### src/rtl/cpu_pkg.sv
// cpu_pkg: opcodes, widths and fetch FSM states shared by the fetch stage and control unit.
package cpu_pkg;
    localparam int OPCODE_W = 6;
    localparam logic [OPCODE_W-1:0] OP_J    = 6'b000100;
    localparam logic [OPCODE_W-1:0] OP_JZ   = 6'b000101;
    localparam logic [OPCODE_W-1:0] OP_JNZ  = 6'b000110;
    localparam logic [OPCODE_W-1:0] OP_CALL = 6'b000111;
    localparam logic [OPCODE_W-1:0] OP_RET  = 6'b001000;
    typedef enum logic [1:0] {FETCH = 2'd0, EXEC = 2'd1, HALT = 2'd2} state_t;
endpackage

### src/rtl/pc_next.sv
// pc_next: combinational next-PC selector for sequential flow and J/JZ/JNZ.
module pc_next
    import cpu_pkg::*;
#(
    parameter int PC_W    = 10,
    parameter int INSTR_W = 16
) (
    input  logic [PC_W-1:0]    pc,
    input  logic [INSTR_W-1:0] instr,
    input  logic               s_inc,
    input  logic               z,
    output logic [PC_W-1:0]    pc_nxt
);
    logic [OPCODE_W-1:0] op;
    logic                take;
    always_comb begin
        op     = instr[INSTR_W-1 -: OPCODE_W];
        take   = !s_inc && (op == OP_J || (op == OP_JZ && z) || (op == OP_JNZ && !z));
        pc_nxt = take ? instr[PC_W-1:0] : pc + PC_W'(1);
    end
endmodule

### src/rtl/pc_fetch.sv
// pc_fetch: fetch stage holding pc and zero flag, with ready-handshaked imem and halt.
// Define PC_FETCH_CALL_STACK_EN to add CALL/RET with a return stack and stack_ovf.
module pc_fetch
    import cpu_pkg::*;
#(
    parameter int              PC_W     = 10,
    parameter int              INSTR_W  = 16,
    parameter logic [PC_W-1:0] RESET_PC = '0,
    parameter int              STACK_D  = 4
) (
    input  logic               clk,
    input  logic               reset,
    output logic [PC_W-1:0]    imem_addr,
    input  logic [INSTR_W-1:0] imem_rdata,
    input  logic               imem_ready,
    output logic [INSTR_W-1:0] instr,
    output logic               instr_valid,
    input  logic               s_inc,
    input  logic               wez,
    input  logic               alu_zero,
    input  logic               halt,
    output logic [PC_W-1:0]    pc,
    output logic               z,
    output logic               halted
`ifdef PC_FETCH_CALL_STACK_EN
    ,
    output logic               stack_ovf
`endif
);
    state_t               state_q, state_d;
    logic [PC_W-1:0]      pc_q, pc_d, pc_nxt, pc_sel;
    logic [INSTR_W-1:0]   instr_q, instr_d;
    logic                 z_q, z_d, instr_valid_q, instr_valid_d, halted_q, halted_d;

    pc_next #(.PC_W(PC_W), .INSTR_W(INSTR_W)) u_pc_next (
        .pc     (pc_q),
        .instr  (instr_q),
        .s_inc  (s_inc),
        .z      (z_q),
        .pc_nxt (pc_nxt)
    );

`ifdef PC_FETCH_CALL_STACK_EN
    localparam int SP_W  = $clog2(STACK_D + 1);
    localparam int IDX_W = STACK_D > 1 ? $clog2(STACK_D) : 1;
    logic [PC_W-1:0]     stack_q [STACK_D];
    logic [PC_W-1:0]     stack_d [STACK_D];
    logic [SP_W-1:0]     sp_q, sp_d, sp_m1;
    logic [IDX_W-1:0]    wr_idx;
    logic [OPCODE_W-1:0] op;
    logic                is_call, is_ret, full, empty, ovf_q, ovf_d;
    always_comb begin
        op      = instr_q[INSTR_W-1 -: OPCODE_W];
        is_call = state_q == EXEC && !s_inc && op == OP_CALL;
        is_ret  = state_q == EXEC && !s_inc && op == OP_RET;
        full    = sp_q == SP_W'(STACK_D);
        empty   = sp_q == '0;
        sp_m1   = sp_q - SP_W'(1);
        // a push into a full stack overwrites the top entry instead of growing
        wr_idx  = full ? IDX_W'(STACK_D - 1) : sp_q[IDX_W-1:0];
        stack_d = stack_q;
        if (is_call) stack_d[wr_idx] = pc_q + PC_W'(1);
        sp_d    = is_call ? (full ? sp_q : sp_q + SP_W'(1)) : is_ret ? (empty ? sp_q : sp_m1) : sp_q;
        ovf_d   = ovf_q | (is_call && full) | (is_ret && empty);
        pc_sel  = is_call ? instr_q[PC_W-1:0] :
                  is_ret  ? (empty ? RESET_PC : stack_q[sp_m1[IDX_W-1:0]]) : pc_nxt;
    end
    always_ff @(posedge clk) begin
        if (reset) begin
            sp_q  <= '0;
            ovf_q <= 1'b0;
            for (int i = 0; i < STACK_D; i++) stack_q[i] <= '0;
        end else begin
            sp_q    <= sp_d;
            ovf_q   <= ovf_d;
            stack_q <= stack_d;
        end
    end
    assign stack_ovf = ovf_q;
`else
    assign pc_sel = pc_nxt;
`endif

    always_comb begin
        state_d       = state_q;
        pc_d          = pc_q;
        z_d           = z_q;
        instr_d       = instr_q;
        instr_valid_d = 1'b0;
        halted_d      = halted_q;
        if (state_q == FETCH && imem_ready) begin
            instr_d       = imem_rdata;
            instr_valid_d = 1'b1;
            state_d       = EXEC;
        end else if (state_q == EXEC) begin
            pc_d     = pc_sel;
            z_d      = wez ? alu_zero : z_q;
            state_d  = halt ? HALT : FETCH;
            halted_d = halt;
        end
    end

    always_ff @(posedge clk) begin
        if (reset) begin
            state_q       <= FETCH;
            pc_q          <= RESET_PC;
            z_q           <= 1'b0;
            instr_q       <= '0;
            instr_valid_q <= 1'b0;
            halted_q      <= 1'b0;
        end else begin
            state_q       <= state_d;
            pc_q          <= pc_d;
            z_q           <= z_d;
            instr_q       <= instr_d;
            instr_valid_q <= instr_valid_d;
            halted_q      <= halted_d;
        end
    end

    assign imem_addr   = pc_q;
    assign pc          = pc_q;
    assign z           = z_q;
    assign instr       = instr_q;
    assign instr_valid = instr_valid_q;
    assign halted      = halted_q;
endmodule
### config.mk
export PLATFORM = sky130hd
export DESIGN_NAME = pc_fetch
export DESIGN_NICKNAME = d
export VERILOG_FILES = /design/src/rtl/cpu_pkg.sv /design/src/rtl/pc_next.sv /design/src/rtl/pc_fetch.sv
export SDC_FILE = /design/constraint.sdc
export NUM_CORES = 1
export LEC_CHECK = 0
export ABC_AREA = 1
export ABC_CLOCK_PERIOD_IN_PS = 1100
export CORE_MARGIN = 2
export CORE_UTILIZATION = 38
export DETAILED_ROUTE_END_ITERATION = 10
export PLACE_DENSITY = 0.74
export SYNTH_ARGS = -nofsm -noshare
export SYNTH_HDL_FRONTEND = slang
export SYNTH_SLANG_ARGS = --single-unit
export TNS_END_PERCENT = 100
### constraint.sdc
create_clock -name clk -period 1.1 [get_ports clk]
set_input_delay 0.22 -clock clk [delete_from_list [all_inputs] [get_ports clk]]
set_output_delay 0.22 -clock clk [all_outputs]
set_load 0.01 [all_outputs]
==> results.py <==
metrics = {
    "layout": {
        "final_cell_mix": "nand2_1, inv_1, buf_4",
        "layout.nets": 326,
        "antennaDiodeCount": 0,
        "syn_to_final_growth_pct": 60.4,
        "final_cells": 350,
        "final_core_util_pct": 64.5,
        "final_common_cell": "nand2_1",
        "drive_gt1_share_pct": 36.4,
        "final_area_mm2": 0.00241,
    },
    "sta": {
        "finClkSkew_ns": 0.00212,
        "hold_viol": 0,
        "fin_crit_ns": 1.16,
        "period_share_pct": 106,
        "layout_setup_ws_ns": -0.0609,
        "tightest_slew_ns": 0.212,
        "slew-limit-headroom_pct": 85.9,
        "slew_violations": 0,
        "rsz0062_at_grt": "yes",
        "setup_violations": 7,
        "fmax_ghz": 0.861,
    },
    "synth": {
        "synth.area.top_cells": "dfxtp_1, nand2_1, nand3_1, inv_1, buf_4",
        "synth_cell_type_count": 20,
        "ys_seq_elements": 31,
        "synthCells": 221,
        "ys_warn_count": 0,
        "synth_nets": 245,
        "seq_area_frac_synth_pct": 41.2,
        "synth_top_area_cell": "dfxtp_1",
        "yosys.area.top_type_share_pct": 41.2,
        "syn-cell-area_mm2": 0.00151,
        "avgSynthCellArea_um2": 6.81,
    },
    "worst_setup_path": {
        "worstSetupPathType": "flop to flop",
        "r2r_slack_ns": -0.06,
        "worst_setup_path_end_kind": "flop",
        "cp.arrival_ns": 1.34,
        "required_ns": 1.28,
        "cp-start-kind": "flop",
        "cp_max_fo": 6,
    },
    "cts": {
        "cts.hold.buffers_added": 0,
        "cts.sinks": 31,
        "clock_latency_ns": 0.28,
        "cts_made_buffers": 5,
        "cts.path.max_buffers": 2,
        "cts_root_buffer": "clkbuf_8",
        "cts_tree": "yes",
        "htree_levels": 2,
        "clk_pin_slew_ns": 0.06,
    },
    "floorplan": {
        "coreArea_mm2": 0.00374,
        "boundaryPins": 62,
        "start_util_pct": 40.2,
        "die-area_mm2": 0.00448,
        "fp-row-count": 22,
        "die_w_um": 66.9,
        "die_h_um": 66.9,
    },
    "power_and_ir_drop": {
        "power.density_mw_per_mm2": 1100,
        "p_sw_share_pct": 28.3,
        "p_comb_share_pct": 21.7,
        "p_switching_w": 0.000753,
        "seq_power_share_pct": 46.6,
        "ir_drop_uv": 913,
        "power_frac_clock_pct": 31.7,
        "p_leak_nw": 1.15,
        "intPower_w": 0.00190,
    },
    "route": {
        "finalWirelength_mm": 3.91,
        "ant_nets": 0,
        "post_drt_wl_per_cell_um": 11.2,
        "via_per_inst": 4.67,
        "vias": 1633,
        "first_iter_violations": 75,
        "dr.pass1.iters": 4,
        "drc_errors": 0,
    },
    "status": {
        "status": "finished with violations",
        "violations": "negative setup slack",
    },
    "placed_design": {
        "gp_congestion": 0.823,
        "hpwlAfterDp_mm": 2.74,
        "placed_area_mm2": 0.00226,
        "port_buffers": 61,
        "dp.cells": 338,
    },
    "grt": {
        "grt_pass1_wl_mm": 6.31,
        "grt_max_degree": 18,
        "grt_usage_pct": 18.7,
        "grt.overflow.total": 0,
        "grt_pass1_vias": 1502,
        "antenna_found_initial": 0,
    },
    "min_path": {
        "hp-class": "primary input to flop",
    },
    "run": {
        "max_cap_viol_count": 0,
    },
}
[timing repair]
item | CTS | global route
setup buffers | 1 | 3
setup endpoints to repair | 49 | 42
pin swaps | 4 | 11
resized for setup | 113 | 61
cloned | 0 | 1
[worst max-delay path, stage by stage (launching register included)]
cell     delay (ns)
dfxtp_2        0.33
inv_1          0.08
a21oi_4        0.19
buf_4          0.19
nand3_2        0.08
nand2_1        0.06
inv_1          0.04
nand2_1        0.05
nand2_1        0.04
[flip-flops by register name, indices dropped and copies added, names as in the netlist]
register	count
state_q	2
imem_addr	10
halted	1
instr	16
instr_valid	1
z	1
[metrics by stage]
stage               setup TNS (ns)  hold slack (ns)  total power (W)  worst slack, ns
floorplan                 -0.00219            0.289          0.00151         -0.00219
global placement             -6.79            0.457          0.00181           -0.384
detailed placement           -7.48            0.457          0.00181           -0.425
CTS                         -0.292            0.469          0.00262          -0.0608
global route                -0.900            0.370          0.00279           -0.133
finish                      -0.267            0.349          0.00266          -0.0609
[Yosys cell counts]
master,instances
a21oi_1,5
buf_2,2
buf_4,11
buf_8,1
dfxtp_1,31
ha_1,1
inv_1,27
inv_2,3
inv_4,1
nand2_1,78
nand3_1,27
nand3b_1,2
nand4_2,1
nor2_1,10
nor2_2,1
nor2_8,1
o21ai_0,11
o21ai_1,6
o21bai_1,1
xor2_1,1
[cells by family after synthesis]
kind of cell | after synthesis | synth area share (%)
and+or+nand+nor | 120 | 34.5
buffers and inverters | 45 | 15.0
DFF | 31 | 41.2
AOI/OAI and AO/OA | 23 | 7.81
xor gates and xnor gates | 1 | 0.582
adders and majority gates | 1 | 0.831
[per-layer routing]
| metal | vias to the layer above | GRT usage, % | part of all wire, % |
|---|---|---|---|
| met5 | - | 0 | 0 |
| met4 | 0 | 8.42 | 1.6 |
| met3 | 6 | 4.22 | 4.6 |
| met2 | 42 | 32.1 | 50 |
| met1 | 738 | 21.9 | 44 |
| li1 | 847 | - | - |
[power groups by stage]
stage                     clock [W]  combinational (W)  sequential [W]
after floorplan                   0           0.000218         0.00129
after global placement            0           0.000545         0.00126
after detailed placement          0           0.000552         0.00126
after CTS                  0.000853           0.000533         0.00124
after global routing       0.000916           0.000629         0.00124
final                      0.000843           0.000577         0.00124
[final timing paths]
kind                   start           end  cells after the start
hold / removal    imem_ready    state_q[0]                      3
hold reg to reg       halted        halted                      2
setup reg to reg           z  imem_addr[9]                      8
setup / recovery           z  imem_addr[9]                      8
[final cells by class]
cell class,count,area (µm²)
repair inverters,1,5.00
inverters,31,124
fillers,358,1330
well taps,48,60.1
flip-flops and latches,31,643
repair buffers,87,699
clock buffers,7,76.3
multi-input cells,145,807
Note: power is estimated with default switching activity, not from simulation.
